$ cat src/rtl/mem_align_unit_if.sv
// Bus bundle for mem_align_unit: MEM-stage request/response and word-memory handshake.
// slave  = the alignment unit's view, master = the pipeline/memory side driving it.
interface mem_align_unit_if #(
    parameter int ADDR_W = 32
);
    logic              req_valid;
    logic              req_ready;
    logic              req_we;
    logic [1:0]        req_size;
    logic              req_signed;
    logic [ADDR_W-1:0] req_addr;
    logic [31:0]       req_wdata;
    logic              resp_valid;
    logic [31:0]       resp_rdata;
    logic              misalign;
    logic              stall;
    logic              mem_req;
    logic              mem_we;
    logic [ADDR_W-3:0] mem_addr;
    logic [31:0]       mem_wdata;
    logic              mem_ack;
    logic [31:0]       mem_rdata;

    modport slave (
        input  req_valid, req_we, req_size, req_signed, req_addr, req_wdata,
        input  mem_ack, mem_rdata,
        output req_ready, resp_valid, resp_rdata, misalign, stall,
        output mem_req, mem_we, mem_addr, mem_wdata
    );

    modport master (
        output req_valid, req_we, req_size, req_signed, req_addr, req_wdata,
        output mem_ack, mem_rdata,
        input  req_ready, resp_valid, resp_rdata, misalign, stall,
        input  mem_req, mem_we, mem_addr, mem_wdata
    );
endinterface

$ cat src/rtl/mem_align_unit.sv
// Byte-to-word memory adapter for the MEM stage: lane extraction with sign/zero
// extension on loads, read-modify-write merging on sub-word stores.
// Optional macro MEM_ALIGN_MISALIGN_TRAP_EN: misaligned half/word accesses are
// trapped (misalign pulse, no memory access) instead of being forced aligned.
//
// state  | meaning
// IDLE   | ready for a new request
// RD     | memory read outstanding (load, or first half of a sub-word store)
// WR     | memory write outstanding
// RESP   | one-cycle completion pulse
module mem_align_unit #(
    parameter int ADDR_W = 32
) (
    input  logic            clk,
    input  logic            rst,
    mem_align_unit_if.slave bus
);
    localparam logic [1:0] S_IDLE = 2'd0;
    localparam logic [1:0] S_RD   = 2'd1;
    localparam logic [1:0] S_WR   = 2'd2;
    localparam logic [1:0] S_RESP = 2'd3;

    logic [1:0]        state_q;
    logic              we_q;
    logic [1:0]        size_q;
    logic              signed_q;
    logic [1:0]        off_q;
    logic [15:0]       wdata_q;
    logic [ADDR_W-3:0] mem_addr_q;
    logic [31:0]       mem_wdata_q;
    logic [31:0]       resp_rdata_q;
    logic              misalign_q;

    logic [1:0]        acc_off;
    logic              trap_hit;
    logic [7:0]        lane_b;
    logic [15:0]       lane_h;
    logic [31:0]       load_ext;
    logic [31:0]       merge_w;

    // Lane offset actually used: halves and words are forced onto their natural boundary.
    always_comb begin
        acc_off = bus.req_addr[1:0];
        if (bus.req_size[1]) begin
            acc_off = 2'b00;
        end else if (bus.req_size[0]) begin
            acc_off = {bus.req_addr[1], 1'b0};
        end
    end

`ifdef MEM_ALIGN_MISALIGN_TRAP_EN
    assign trap_hit = bus.req_size[1] ? (bus.req_addr[1:0] != 2'b00)
                                      : (bus.req_size[0] & bus.req_addr[0]);
`else
    assign trap_hit = 1'b0;
`endif

    // Load lane extraction/extension and sub-word store merge from the returned memory word.
    always_comb begin
        lane_b = bus.mem_rdata[{off_q, 3'b000} +: 8];
        lane_h = bus.mem_rdata[{off_q[1], 4'b0000} +: 16];
        if (size_q[1]) begin
            load_ext = bus.mem_rdata;
        end else if (size_q[0]) begin
            load_ext = {{16{signed_q & lane_h[15]}}, lane_h};
        end else begin
            load_ext = {{24{signed_q & lane_b[7]}}, lane_b};
        end
        merge_w = bus.mem_rdata;
        if (size_q[0]) begin
            merge_w[{off_q[1], 4'b0000} +: 16] = wdata_q;
        end else begin
            merge_w[{off_q, 3'b000} +: 8] = wdata_q[7:0];
        end
    end

    // Access sequencer: latch request, run the memory handshake(s), pulse the response.
    always_ff @(posedge clk or posedge rst) begin
        if (rst) begin
            state_q      <= S_IDLE;
            we_q         <= 1'b0;
            size_q       <= 2'b00;
            signed_q     <= 1'b0;
            off_q        <= 2'b00;
            wdata_q      <= '0;
            mem_addr_q   <= '0;
            mem_wdata_q  <= '0;
            resp_rdata_q <= '0;
            misalign_q   <= 1'b0;
        end else begin
            case (state_q)
                S_IDLE: begin
                    if (bus.req_valid) begin
                        we_q         <= bus.req_we;
                        size_q       <= bus.req_size;
                        signed_q     <= bus.req_signed;
                        off_q        <= acc_off;
                        wdata_q      <= bus.req_wdata[15:0];
                        mem_addr_q   <= bus.req_addr[ADDR_W-1:2];
                        resp_rdata_q <= '0;
                        if (trap_hit) begin
                            misalign_q <= 1'b1;
                            state_q    <= S_RESP;
                        end else if (bus.req_we && bus.req_size[1]) begin
                            mem_wdata_q <= bus.req_wdata;
                            state_q     <= S_WR;
                        end else begin
                            state_q <= S_RD;
                        end
                    end
                end
                S_RD: begin
                    if (bus.mem_ack) begin
                        if (we_q) begin
                            mem_wdata_q <= merge_w;
                            state_q     <= S_WR;
                        end else begin
                            resp_rdata_q <= load_ext;
                            state_q      <= S_RESP;
                        end
                    end
                end
                S_WR: begin
                    if (bus.mem_ack) begin
                        state_q <= S_RESP;
                    end
                end
                default: begin
                    misalign_q <= 1'b0;
                    state_q    <= S_IDLE;
                end
            endcase
        end
    end

    assign bus.req_ready  = (state_q == S_IDLE);
    assign bus.stall      = (state_q != S_IDLE);
    assign bus.resp_valid = (state_q == S_RESP);
    assign bus.resp_rdata = resp_rdata_q;
    assign bus.misalign   = misalign_q;
    assign bus.mem_req    = (state_q == S_RD) || (state_q == S_WR);
    assign bus.mem_we     = (state_q == S_WR);
    assign bus.mem_addr   = mem_addr_q;
    assign bus.mem_wdata  = mem_wdata_q;
endmodule

$ cat src/flat_wrapper.sv
// flat-port wrapper written by rule: the top's interface ports become plain ports
module mem_align_unit_flat 
#(
    parameter int ADDR_W = 32
)
  (clk, rst, bus_req_valid, bus_req_we, bus_req_size, bus_req_signed, bus_req_addr, bus_req_wdata, bus_mem_ack, bus_mem_rdata, bus_req_ready, bus_resp_valid, bus_resp_rdata, bus_misalign, bus_stall, bus_mem_req, bus_mem_we, bus_mem_addr, bus_mem_wdata);
  mem_align_unit_if #(.ADDR_W(ADDR_W)) bus_i ();
  input  logic clk;
  input  logic rst;
  input wire logic [$bits(bus_i.req_valid)-1:0] bus_req_valid;
  input wire logic [$bits(bus_i.req_we)-1:0] bus_req_we;
  input wire logic [$bits(bus_i.req_size)-1:0] bus_req_size;
  input wire logic [$bits(bus_i.req_signed)-1:0] bus_req_signed;
  input wire logic [$bits(bus_i.req_addr)-1:0] bus_req_addr;
  input wire logic [$bits(bus_i.req_wdata)-1:0] bus_req_wdata;
  input wire logic [$bits(bus_i.mem_ack)-1:0] bus_mem_ack;
  input wire logic [$bits(bus_i.mem_rdata)-1:0] bus_mem_rdata;
  output wire logic [$bits(bus_i.req_ready)-1:0] bus_req_ready;
  output wire logic [$bits(bus_i.resp_valid)-1:0] bus_resp_valid;
  output wire logic [$bits(bus_i.resp_rdata)-1:0] bus_resp_rdata;
  output wire logic [$bits(bus_i.misalign)-1:0] bus_misalign;
  output wire logic [$bits(bus_i.stall)-1:0] bus_stall;
  output wire logic [$bits(bus_i.mem_req)-1:0] bus_mem_req;
  output wire logic [$bits(bus_i.mem_we)-1:0] bus_mem_we;
  output wire logic [$bits(bus_i.mem_addr)-1:0] bus_mem_addr;
  output wire logic [$bits(bus_i.mem_wdata)-1:0] bus_mem_wdata;
  assign bus_i.req_valid = bus_req_valid;
  assign bus_i.req_we = bus_req_we;
  assign bus_i.req_size = bus_req_size;
  assign bus_i.req_signed = bus_req_signed;
  assign bus_i.req_addr = bus_req_addr;
  assign bus_i.req_wdata = bus_req_wdata;
  assign bus_i.mem_ack = bus_mem_ack;
  assign bus_i.mem_rdata = bus_mem_rdata;
  assign bus_req_ready = bus_i.req_ready;
  assign bus_resp_valid = bus_i.resp_valid;
  assign bus_resp_rdata = bus_i.resp_rdata;
  assign bus_misalign = bus_i.misalign;
  assign bus_stall = bus_i.stall;
  assign bus_mem_req = bus_i.mem_req;
  assign bus_mem_we = bus_i.mem_we;
  assign bus_mem_addr = bus_i.mem_addr;
  assign bus_mem_wdata = bus_i.mem_wdata;
  mem_align_unit #(.ADDR_W(ADDR_W)) u_core (.clk(clk), .rst(rst), .bus(bus_i));
endmodule
$ cat config.mk
export PLATFORM = sky130hd
export DESIGN_NAME = mem_align_unit_flat
export DESIGN_NICKNAME = d
export VERILOG_FILES = /design/src/rtl/mem_align_unit_if.sv /design/src/rtl/mem_align_unit.sv /design/src/flat_wrapper.sv
export SDC_FILE = /design/constraint.sdc
export NUM_CORES = 1
export LEC_CHECK = 0
export BUFFER_PORTS_ARGS = -buffer_cell sky130_fd_sc_hd__buf_2
export CELL_PAD_IN_SITES_DETAIL_PLACEMENT = 1
export CELL_PAD_IN_SITES_GLOBAL_PLACEMENT = 2
export CORE_MARGIN = 8
export CORE_UTILIZATION = 34
export DETAILED_ROUTE_END_ITERATION = 7
export GPL_TIMING_DRIVEN = 0
export PLACE_DENSITY = 0.84
export SLEW_MARGIN = 30
export SYNTH_ARGS = -nofsm -noshare
export SYNTH_HDL_FRONTEND = slang
export SYNTH_SLANG_ARGS = --single-unit
$ cat constraint.sdc
create_clock -name clk -period 6 [get_ports clk]
set_clock_uncertainty 0.1 [all_clocks]
set_input_delay 1.2 -clock clk [delete_from_list [all_inputs] [get_ports clk]]
set_output_delay 1.2 -clock clk [all_outputs]
set_load 0.01 [all_outputs]
==> results.sh <==
export IMPL_maximum_number_of_pins_on_one_net_before_global_route_repair=88
export IMPL_crit_buf_inv=5
export IMPL_critical_path_source="u_core.off_q[1]"
export IMPL_starting_density_of_the_core_pct=34.8
export IMPL_gpl_final_weighted_congestion=0.880
export IMPL_finalMaxSlewViolations=0
export IMPL_setup_tns_ns=0
export IMPL_netlist_instances=593
export IMPL_kind_of_end_point_of_the_critical_path="register"
export IMPL_insertion_delay_ns=0.42
export IMPL_critical_path_top_delay_family="buffers and inverters"
export IMPL_fin_crit_sh_pct=48.0
export IMPL_die_y_um=152
export IMPL_worst_pin_slew_ns=0.741
export IMPL_met2_length_um=11200
export IMPL_cts_htree_levels=4
export IMPL_maxSlewHeadroom_pct=50.5
export IMPL_outcome="finished clean"
export IMPL_grt_util_all_layers_pct=20.3
export IMPL_post_cts_setup_buffers=0
export IMPL_drc_errors=0
export IMPL_avgSynthCellArea_sq_um=10.6
export IMPL_number_of_primary_i_o_pins=204
export IMPL_half_perimeter_wire_length_of_the_detailed_placement_result_um=18900
export IMPL_route_detailed_wl_per_inst_um=22.6
export IMPL_cts_buffers_inserted=17
export IMPL_drt_first_iter_violations=286
export IMPL_drtPass1Iterations=4
export IMPL_max_cap_viol_count=0
export IMPL_path_common_cell="sky130_fd_sc_hd__buf_4"
export IMPL_gr_total_overflow=0
export IMPL_number_of_global_route_vias_before_repair=6269
export IMPL_cts_hold_buf=0
export IMPL_floorplan_core_area_sq_um=18000
export IMPL_topRoutingLayerUsed="met5"
export IMPL_setup_viol=0
export IMPL_critical_path_required_ns=6.24
export IMPL_cts_root_buffer="sky130_fd_sc_hd__clkbuf_16"
export IMPL_cts_resized=0
export IMPL_syn2layout_area_growth_pct=31.5
export IMPL_max_stage_delay_ns=0.39
export IMPL_die_area_sq_um=23100
export IMPL_route_antenna_remaining_nets=0
export IMPL_worst_r2r_startpoint="u_core.off_q[1]"
export IMPL_synth_cell_types=50
export IMPL_worst_hold_slack_ns=0.382
export IMPL_clock_sinks=118
export IMPL_detail_route_wirelength_um=23900
export IMPL_grt_antenna_before_repair=6
export IMPL_fmax_mhz=347
export IMPL_port_buffer_count=202
export IMPL_rows=49
export IMPL_dr_wl_met3_um=1760
export IMPL_timing_setup_critical_path_class="reg -> reg"
export IMPL_finalCriticalPeriod_ns=2.88
export IMPL_peakVddDrop_v=0.000241
export IMPL_clk_pin_slew_ns=0.06
export IMPL_synth_yosys_seq_area_share_pct=47.0
export IMPL_timing_rr_end="u_core.bus.mem_wdata[22]"
export IMPL_synth_fp_nets=706
export IMPL_path_cells="buf_6 -> buf_4 -> buf_4 -> inv_1 -> ha_1 -> or3b_1 -> buf_2 -> nor3_4 -> a221oi_1 -> o21ai_1"
export IMPL_met1Wirelength_um=10500
export IMPL_worst_path_max_fanout=10
export IMPL_r2r_cells=10
export IMPL_cts_tree="done"
export IMPL_critPathSlowestCell="sky130_fd_sc_hd__dfrtp_1"
export IMPL_crit_path_start_kind="register"
export IMPL_cellLeakagePower_nw=3.85
export IMPL_final_layout_size_suffix_gt1_share_pct=41.2
export IMPL_power_per_cell_area_nw_per_um2=599
export IMPL_num_vias=5830
export IMPL_grt_setup_unrepaired="false"
export IMPL_synth_cell_area_sq_um=6280
export IMPL_critical_path_arrival_ns=3.12
export IMPL_hp_start="u_core.bus.mem_wdata[1]"
export IMPL_finish_instance_area_sq_um=8250
export IMPL_placed_area_sq_um=7610
export IMPL_chip_width_um=152
export IMPL_holdCritPathClass="reg -> reg"
export IMPL_layout_nets=928
export IMPL_worstSetupPathDepth=10
export IMPL_final_util_pct=45.8
export IMPL_hold_viol_final=0
export IMPL_grt_pass1_wl_um=37200
export IMPL_cts_path_max_buffers=2
export IMPL_cp_endpoint="u_core.bus.mem_wdata[22]"
export IMPL_yosys_warnings=0
export IMPL_viasPerCell=5.51
export IMPL_rrSetupSlack_ns=3.12
export IMPL_yosys_register_bits=118
cells in the mapped netlist, drive strengths merged:
library cell	n	area share (%)
a31oi	1	0.10
and3	5	0.50
mux2i	29	4.7
or3b	1	0.14
clkinv	2	0.12
a22o	1	0.14
nand2	63	3.8
mux2	62	11
and2	2	0.20
a2bb2oi	1	0.14
a2111oi	6	0.84
a21o	1	0.12
a21boi	1	0.12
conb	1	0.060
a211oi	2	0.32
clkbuf	11	0.66
nand2b	13	1.3
nand4	1	0.10
inv	17	1.0
ha	9	1.8
o2111ai	8	1.2
o31ai	2	0.24
a221o	24	3.8
dfrtp	118	47
nor4	2	0.68
or2	1	0.10
buf	34	3.2
nor3	2	0.34
o221ai	16	2.2
a21oi	53	4.2
nor2b	5	0.50
nor2	27	1.6
and2b	1	0.16
a211o	2	0.28
a221oi	12	1.7
nand3	16	1.3
o21ai	28	2.3
o311ai	8	1.1
nor4b	1	0.24
nor3b	4	0.48
cell families (layout without fill, tap and decap cells):
kind of cell	Yosys count	count (layout)	share of synthesized area, %
AO/OA/AOI/OAI	166	166	18.9
adder cells (fa/ha/maj)	9	9	1.79
buffers and inverters	64	299	5.02
flip-flops	118	118	47.0
multiplexers	91	91	15.8
other	1	2	0.0598
AND/OR/NAND/NOR	144	144	11.4
how the worst min path moves through the flow:
| stage | to | slack [ns] | depth (start not counted) |
|---|---|---|---|
| after floorplan | u_core.state_q[1] | 0.40 | 2 |
| after global placement | u_core.bus.mem_wdata[1] | 0.37 | 2 |
| after detailed placement | u_core.bus.mem_wdata[1] | 0.38 | 2 |
| after CTS | u_core.bus.mem_wdata[1] | 0.39 | 2 |
| after global routing | u_core.bus.mem_wdata[7] | 0.40 | 2 |
| final | u_core.bus.mem_wdata[1] | 0.38 | 2 |
worst register-to-register path: cells and delay by family, from the launching register on:
| kind | cells | cell delay (ns) |
|---|---|---|
| simple gates | 2 | 0.64 |
| flops | 1 | 0.39 |
| compound gates | 2 | 0.33 |
| fa+ha+maj | 1 | 0.35 |
| buf+inv | 5 | 0.98 |
report_power, final:
part           total, mW  switching [mW]  leakage, nW  internal [mW]
combinational       2.34            1.37         2.09          0.965
sequential          1.48           0.296         1.45           1.19
clock               1.13           0.396        0.303          0.731
total               4.95            2.06         3.85           2.88
sequential cells by signal (all words and copies together) (netlist names), 2 cells and up:
signal / count
u_core.bus.mem_addr: 30
u_core.bus.mem_wdata: 32
u_core.state_q: 2
u_core.size_q: 2
u_core.wdata_q: 16
u_core.bus.resp_rdata: 32
u_core.off_q: 2
routing by layer:
layer	track usage (%)	vias up
met4	6.08	12
met5	0	-
met2	32.2	214
met3	6.80	45
met1	25.8	2910
li1	-	2649
placed cells by master (no fill, tap or decap), types with 5 or more instances in the layout:
cell type | Yosys | routed
sky130_fd_sc_hd__nor2b_1 | 5 | 5
sky130_fd_sc_hd__a21oi_1 | 53 | 53
sky130_fd_sc_hd__dfrtp_1 | 118 | 118
sky130_fd_sc_hd__o2111ai_1 | 7 | 7
sky130_fd_sc_hd__inv_1 | 15 | 14
sky130_fd_sc_hd__a2111oi_0 | 6 | 6
sky130_fd_sc_hd__mux2i_1 | 28 | 28
sky130_fd_sc_hd__ha_1 | 9 | 9
sky130_fd_sc_hd__clkbuf_1 | 11 | 13
sky130_fd_sc_hd__o311ai_0 | 8 | 8
sky130_fd_sc_hd__o21ai_1 | 16 | 16
sky130_fd_sc_hd__nor2_1 | 27 | 27
sky130_fd_sc_hd__a221oi_1 | 12 | 12
sky130_fd_sc_hd__nand2b_1 | 13 | 13
sky130_fd_sc_hd__and3_1 | 5 | 5
sky130_fd_sc_hd__buf_2 | 24 | 226
sky130_fd_sc_hd__nand3_1 | 16 | 16
sky130_fd_sc_hd__o221ai_1 | 16 | 16
sky130_fd_sc_hd__o21ai_0 | 11 | 11
sky130_fd_sc_hd__a221o_1 | 24 | 24
sky130_fd_sc_hd__clkbuf_16 | 0 | 17
sky130_fd_sc_hd__buf_4 | 6 | 6
sky130_fd_sc_hd__nand2_1 | 63 | 63
sky130_fd_sc_hd__mux2_2 | 62 | 62
final cells by class:
cell class | count | area [sq um]
sequential | 118 | 2950
clock inverter | 10 | 169
multi-input combinational | 411 | 3010
tap | 229 | 287
clock buffer | 22 | 474
inverter | 19 | 78.8
buffer | 45 | 244
fill | 2085 | 9770
timing repair buffer | 203 | 1040
antenna | 1 | 2.50
through the flow:
stage,std cells,power [mW],worst slack (ns)
global route,1057,5.26,2.97
detailed placement,1025,3.83,3.02
floorplan,593,2.92,1.57
CTS,1057,4.98,3.12
global placement,1024,3.73,0.190
finish,1058,4.95,3.12
Note: power is estimated with default switching activity, not from simulation.
